$ cat src/rtl/pll_lock_mon.sv
// pll_lock_mon: watches the PLL lock indicator from the system clock domain.
// It releases the PLL-domain reset only after the PLL has stayed locked for a
// stable window. It counts lock-loss events and, when enabled, pulses a PLL
// reset if lock is not achieved within a timeout.
//
// Optional feature: define PLL_AUTO_RST_EN to enable the lock timeout, the
// PLL reset pulse and retry counting. Without it, the monitor waits
// indefinitely for lock, and pll_rst and retry_cnt are tied to 0.
//
// Ports:
//   sys_clk   in   system clock, the only clock
//   sys_rst   in   synchronous active-high reset
//   locked    in   PLL lock status, asynchronous to sys_clk
//   pll_rst   out  active-high reset request to the PLL
//   rst_out   out  active-high reset for logic on PLL clocks
//   ready     out  high while the PLL is accepted as stably locked
//   loss_cnt  out  saturating count of lock losses seen in RUN
//   retry_cnt out  saturating count of PLL resets issued
module pll_lock_mon #(
   parameter int unsigned SYNC_STAGES    = 2,
   parameter int unsigned STABLE_CYCLES  = 1024,
   parameter int unsigned LOCK_TIMEOUT   = 65536,
   parameter int unsigned PLL_RST_CYCLES = 16,
   parameter int unsigned CNT_W          = 8
) (
   input  logic             sys_clk,
   input  logic             sys_rst,
   input  logic             locked,
   output logic             pll_rst,
   output logic             rst_out,
   output logic             ready,
   output logic [CNT_W-1:0] loss_cnt,
   output logic [CNT_W-1:0] retry_cnt
);

   // One shared timer, sized for the longest interval it has to measure.
   localparam int unsigned TMax01 = (STABLE_CYCLES > LOCK_TIMEOUT) ? STABLE_CYCLES : LOCK_TIMEOUT;
   localparam int unsigned TMax   = (TMax01 > PLL_RST_CYCLES) ? TMax01 : PLL_RST_CYCLES;
   localparam int unsigned TW     = $clog2(TMax) + 1;

   typedef enum logic [1:0] {
      StWaitLock  = 2'd0,
      StStableChk = 2'd1,
      StRun       = 2'd2,
      StPllReset  = 2'd3
   } state_e;

   state_e                 state_q, state_d;
   logic [TW-1:0]          timer_q, timer_d;
   logic [SYNC_STAGES-1:0] sync_q;
   logic                   locked_s;
   logic                   rst_out_q, ready_q;
   logic [CNT_W-1:0]       loss_cnt_q;
   logic                   loss_inc;

   // Synchronizer: only the last stage is ever used.
   always_ff @(posedge sys_clk) begin
      if (sys_rst) sync_q <= '0;
      else         sync_q <= {sync_q[SYNC_STAGES-2:0], locked};
   end

   assign locked_s = sync_q[SYNC_STAGES-1];

`ifdef PLL_AUTO_RST_EN
   logic             retry_inc;
   logic             pll_rst_q;
   logic [CNT_W-1:0] retry_cnt_q;
`endif

   always_comb begin
      state_d  = state_q;
      loss_inc = 1'b0;
`ifdef PLL_AUTO_RST_EN
      retry_inc = 1'b0;
`endif
      unique case (state_q)
         StWaitLock: begin
            // Lock takes priority over a coincident timeout.
            if (locked_s) begin
               state_d = StStableChk;
            end
`ifdef PLL_AUTO_RST_EN
            else if (timer_q == TW'(LOCK_TIMEOUT - 1)) begin
               state_d   = StPllReset;
               retry_inc = 1'b1;
            end
`endif
         end
         StStableChk: begin
            // A drop before release is not a loss: the PLL never counted as locked.
            if (!locked_s)                               state_d = StWaitLock;
            else if (timer_q == TW'(STABLE_CYCLES - 1))  state_d = StRun;
         end
         StRun: begin
            if (!locked_s) begin
               state_d  = StWaitLock;
               loss_inc = 1'b1;
            end
         end
`ifdef PLL_AUTO_RST_EN
         StPllReset: begin
            if (timer_q == TW'(PLL_RST_CYCLES - 1)) state_d = StWaitLock;
         end
`endif
         default: state_d = StWaitLock;
      endcase
      timer_d = (state_d != state_q) ? '0 : timer_q + TW'(1);
   end

   // Outputs are decoded from the next state so they change on the same edge as the state.
   always_ff @(posedge sys_clk) begin
      if (sys_rst) begin
         state_q    <= StWaitLock;
         timer_q    <= '0;
         rst_out_q  <= 1'b1;
         ready_q    <= 1'b0;
         loss_cnt_q <= '0;
      end else begin
         state_q   <= state_d;
         timer_q   <= timer_d;
         rst_out_q <= (state_d != StRun);
         ready_q   <= (state_d == StRun);
         if (loss_inc && (loss_cnt_q != '1)) loss_cnt_q <= loss_cnt_q + CNT_W'(1);
      end
   end

`ifdef PLL_AUTO_RST_EN
   always_ff @(posedge sys_clk) begin
      if (sys_rst) begin
         pll_rst_q   <= 1'b0;
         retry_cnt_q <= '0;
      end else begin
         pll_rst_q <= (state_d == StPllReset);
         if (retry_inc && (retry_cnt_q != '1)) retry_cnt_q <= retry_cnt_q + CNT_W'(1);
      end
   end

   assign pll_rst   = pll_rst_q;
   assign retry_cnt = retry_cnt_q;
`else
   assign pll_rst   = 1'b0;
   assign retry_cnt = '0;
`endif

   assign rst_out  = rst_out_q;
   assign ready    = ready_q;
   assign loss_cnt = loss_cnt_q;

endmodule

$ cat config.mk
export PLATFORM = sky130hd
export DESIGN_NAME = pll_lock_mon
export DESIGN_NICKNAME = d
export VERILOG_FILES = /design/src/rtl/pll_lock_mon.sv
export SDC_FILE = /design/constraint.sdc
export NUM_CORES = 1
export LEC_CHECK = 0
export ABC_AREA = 1
export ABC_CLOCK_PERIOD_IN_PS = 1900
export BUFFER_PORTS_ARGS = -buffer_cell sky130_fd_sc_hd__buf_2
export CAP_MARGIN = 20
export CORE_MARGIN = 5
export CORE_UTILIZATION = 50
export CTS_BUF_LIST = sky130_fd_sc_hd__clkbuf_8
export CTS_CLUSTER_SIZE = 14
export DETAILED_ROUTE_END_ITERATION = 12
export PLACE_DENSITY = 0.83
export SLEW_MARGIN = 20
export SYNTH_ARGS = -nofsm -noshare
export SYNTH_HDL_FRONTEND = slang
export SYNTH_SLANG_ARGS = --single-unit
$ cat constraint.sdc
create_clock -name sys_clk -period 1.9 [get_ports sys_clk]
set_clock_uncertainty 0.2 [all_clocks]
set_input_delay 0.38 -clock sys_clk [delete_from_list [all_inputs] [get_ports sys_clk]]
set_output_delay 0.38 -clock sys_clk [all_outputs]
set_load 0.02 [all_outputs]
Yosys cells after proc, flatten, opt, wreduce, memory -nomap -nowiden
Index checks and enable logic that the tools add are counted.
{"block": "op_classes", "add_sub_neg": 2, "n_eq_ne": 7, "muxes": 7, "reduce_logical": 3}
{"operator": "17-bit by 1-bit adder with 17-bit output (second input constant)", "count": 1}
{"operator": "17-bit by 10-bit equality test with 1-bit output (second input constant)", "count": 1}
{"operator": "8-bit by 1-bit adder with 8-bit output (second input constant)", "count": 1}
{"operator": "2-bit 2-to-1 mux", "count": 4}
{"operator": "8-bit inequality test (second input constant)", "count": 1}
{"operator": "2-bit one-hot mux with 3 select lines", "count": 1}
{"operator": "2-bit equality test (second input constant)", "count": 2}
{"operator": "2-bit by 1-bit equality test with 1-bit output (second input constant)", "count": 1}
{"operator": "2-bit logical NOT", "count": 1}
{"operator": "1-bit 2-to-1 mux", "count": 2}
{"operator": "2-bit inequality test", "count": 1}
{"operator": "2-bit inequality test (second input constant)", "count": 1}
{"operator": "2-bit OR reduction", "count": 1}
{"operator": "1-bit logical AND", "count": 1}
{"block": "word_totals", "ff_bits": 31, "in_bits": 3, "out_inout_bits": 19, "word_cells": 25}

Depth between registers and ports, before layout
{"block": "logic_depth", "depth_word": 6, "ltp_mapped": 11, "mapped_depth_nobuf": 10}

Worst setup path after synthesis
OpenSTA, ideal clock, no wires.
{"block": "synth_timing", "path_type": "reg2reg", "start": "register loss_cnt_q[0] (netlist: loss_cnt[0])", "end": "register loss_cnt_q[0] (netlist: loss_cnt[0])", "setup_time_ns": 0.132, "arrival_time_ns": 1.422, "required_ns": 1.568, "setup_slack_ns": 0.146, "stages_incl_launch_ff": 10, "n_path_buf": 1, "period_less_slack_ns": 1.754, "path_cell_list": "dfxtp_1 ha_1 nand2_1 nor2_2 nand2_1 nand2_1 inv_1 buf_6 o21ai_0 a21oi_1"}
{"block": "synth_via", "elab_chain_cells": 2, "word_cells_on_any_way": 3, "classes_between": "1 x add/sub; 1 x eq/ne; 1 x reduce/logical"}
{"element": "from (decl)", "line_no": "53", "rtl": "logic [CNT_W-1:0] loss_cnt_q;"}
{"element": "from (signal assigned)", "line_no": "123", "rtl": "if (loss_inc && (loss_cnt_q != '1)) loss_cnt_q <= loss_cnt_q + CNT_W'(1);"}
{"element": "parallel branches: the longest is 2 deep, another holds 8-bit by 1-bit adder with 8-bit output"}
Parallel ways; which one is timed is not known.
A chain may end at the register's enable or synchronous reset.

Final worst setup path
{"block": "layout_timing", "start": "register loss_cnt_q[0] (netlist: loss_cnt[0])", "end": "register loss_cnt_q[6] (netlist: loss_cnt[6])"}
Same word-level chain as after synthesis.

==> results.yml <==
run_status:
  status: "complete, no violations"
die:
  io_pins: 22
  die_x_um: 65.3
  die_area_um2: 4260
  start_util: 0.509
  coreArea_um2: 3000
  die_y_um: 65.3
  rows: 20
worst_setup_path:
  cp_data_required_time_ns: 1.88
  cp_slowest_cell: "dfxtp_2"
  setup.worst_path.start_class: "register"
  critPathKind: "reg2reg"
  critPathMostFrequentCell: "nand2_1"
  cp-end-kind: "register"
  critPathMaxFanout: 6
  path_cells: "ha_2 -> nand2_1 -> nor2_2 -> nand2_1 -> nand2_4 -> clkinvlp_4 -> nand2_1 -> nand2_1 -> nand2_1 -> nor2_1"
  cp_slowest_stage_delay_ns: 0.36
  crit_arrival_ns: 1.75
detailed_routing:
  wl_per_cell_um: 10.4
  detail-route-antenna-nets: 0
  top_layer_used: "met4"
  avgViaCountPerCell: 4.80
  route.detailed.drc: 0
  wl_met3_um: 159
  met1_length_um: 1280
  routed_wl_um: 2850
  met2_length_um: 1360
  dr_total_vias: 1315
  drt_iter0_markers: 47
  drtPass1Iterations: 4
placement:
  hpwl_um: 1930
  io_buffers: 12
  gp_congestion: 0.795
  dp.cells: 265
synthesis:
  synth_compound_area_frac: 0.0532
  synthAdderAreaFrac: 0.0164
  syn_inst: 224
  synthXorXnorAreaFrac: 0.0630
  ys_ff_latch: 31
  seq_area_frac_synth: 0.406
  synth-simple-area-share: 0.317
  synth_area_um2: 1530
  syn_avg_cell_area_um2: 6.83
  ys_types: 23
  synth_warnings: 0
  synth_top_family_by_area: "simple AND/OR/NAND/NOR gates"
  synthMuxAreaShare: 0
hold_path:
  hp-class: "in2reg"
timing:
  min_period_over_period: 0.927
  tns_ns: 0
  rsz0062_at_grt: "false"
  final_max_slew_viol_count: 0
  fmax_mhz: 568
  fin_crit_ns: 1.76
  hold_ws_ns: 0.103
  setup_viol: 0
  final_hold_viol_count: 0
cts:
  post_cts_buffers: 0
  cts_buffer_depth: 2
  h-tree-depth: 2
  clock_latency_ns: 0.28
  cts_tree: "done"
  clkTransAtPathRegs_ns: 0.06
  cts_sinks: 31
  clockRootBuffer: "clkbuf_8"
  cts_made_buffers: 5
global_route:
  grt_pass1_vias: 1166
  grt_remaining_overflow: 0
  grt_pass1_wl_um: 4840
  grt_usage: 0.146
  antenna_found_initial: 0
  grt_max_degree: 18
layout:
  final_cells: 274
  n_antenna_cell: 0
  fillers: 276
  syn_to_final_growth_pct: 12.3
  nets: 245
  layout-drive-gt1-share: 0.133
power_and_ir_drop:
  p_leak_nw: 0.728
  peakVddDrop_mv: 0.525
  p_per_area_nw_per_um2: 807
job:
  maxCapViolCount: 0
-- path summary, 6_finish.rpt --
path / from / end / slack, ns / depth (start not counted)
hold reg to reg: sync_q[0] / sync_q[1] / 0.21 / 2
hold / removal: locked / sync_q[0] / 0.10 / 3
setup reg to reg: loss_cnt[0] / loss_cnt[6] / 0.14 / 10
setup / recovery: loss_cnt[0] / loss_cnt[6] / 0.14 / 10
-- cells in the mapped netlist (all sizes together) --
| cell | number | area (um^2) |
|---|---|---|
| ha | 2 | 25.0 |
| inv | 33 | 124 |
| dfxtp | 31 | 621 |
| o21bai | 1 | 7.51 |
| conb | 1 | 3.75 |
| o21ai | 5 | 25.0 |
| o21a | 1 | 7.51 |
| o22ai | 1 | 6.26 |
| nand3 | 8 | 40.0 |
| a21oi | 7 | 35.0 |
| nand4 | 3 | 18.8 |
| nor3 | 2 | 10.0 |
| xor2 | 9 | 78.8 |
| clkbuf | 1 | 3.75 |
| xnor2 | 2 | 17.5 |
| nor2 | 50 | 193 |
| nand2 | 56 | 223 |
| buf | 11 | 90.1 |
-- where the power goes --
part	internal [mW]	switching [mW]
clock	0.424	0.247
sequential	0.658	0.00476
combinational	0.0124	0.0397
-- final cells by class --
cell class,instances,area (um^2),area share
timing repair buffer,12,60.1,0.0350
clock inverter,2,35.0,0.0204
sequential,31,623,0.363
tap,33,41.3,0.0241
inverter,33,128,0.0743
clock buffer,6,82.6,0.0481
timing repair inverter,1,7.51,0.00437
multi-input combinational,156,739,0.431
-- logic make-up after synthesis --
family	count (synthesis)
AOI/OAI and AO/OA	15
xor gates and xnor gates	11
adders and majority gates	2
buffers and inverters	45
DFF	31
other	1
and+or+nand+nor	119
-- metal layers --
metal,GRT usage,vias up
met1,0.162,583
met5,0,-
met3,0.0479,6
li1,-,691
met2,0.244,35
met4,0.0803,0
-- state kept, by name (all words and copies together) (netlist names) --
| name | cells |
|---|---|
| state_q | 2 |
| loss_cnt | 8 |
| ready | 1 |
| rst_out | 1 |
| sync_q | 2 |
| timer_q | 17 |
-- worst max-delay path: cells and delay by family, from the launching register on --
family,cells,cell delay (ns)
AND/OR/NAND/NOR,8,0.74
flip-flops,1,0.36
adder cells (fa/ha/maj),1,0.21
buffers and inverters,1,0.15
-- timing repair --
item | 4_1_cts | 5_1_grt
setup endpoints to repair | 0 | 22
resized for setup | 0 | 9
hold buffers | 0 | 0
endpoints found under the hold margin | 0 | 0
-- layout by cell type, fill, tap and decap left out, types with 2 or more instances in the layout --
master      Yosys  routed
a21oi_1         7       7
buf_2           0      12
clkbuf_8        0       6
clkinvlp_4      0       2
conb_1          1       9
dfxtp_1        31      29
dfxtp_2         0       2
inv_1          32      31
nand2_1        53      52
nand2_2         2       2
nand3_1         8       8
nand4_1         3       3
nor2_1         48      48
nor2_2          2       2
nor3_1          2       2
o21ai_0         5       4
xnor2_1         2       2
xor2_1          9       9
-- through the flow --
stage	setup slack [ns]	total power [mW]	util	cell area, um^2
finish	0.139	1.38	0.572	1720
detailed placement	0.0795	0.726	0.522	1570
CTS	0.0653	1.39	0.561	1680
floorplan	0.146	0.735	-	1560
global placement	0.157	0.725	0.522	1570
global route	0.00880	1.44	0.572	1720
Note: power is estimated with default switching activity, not from simulation.
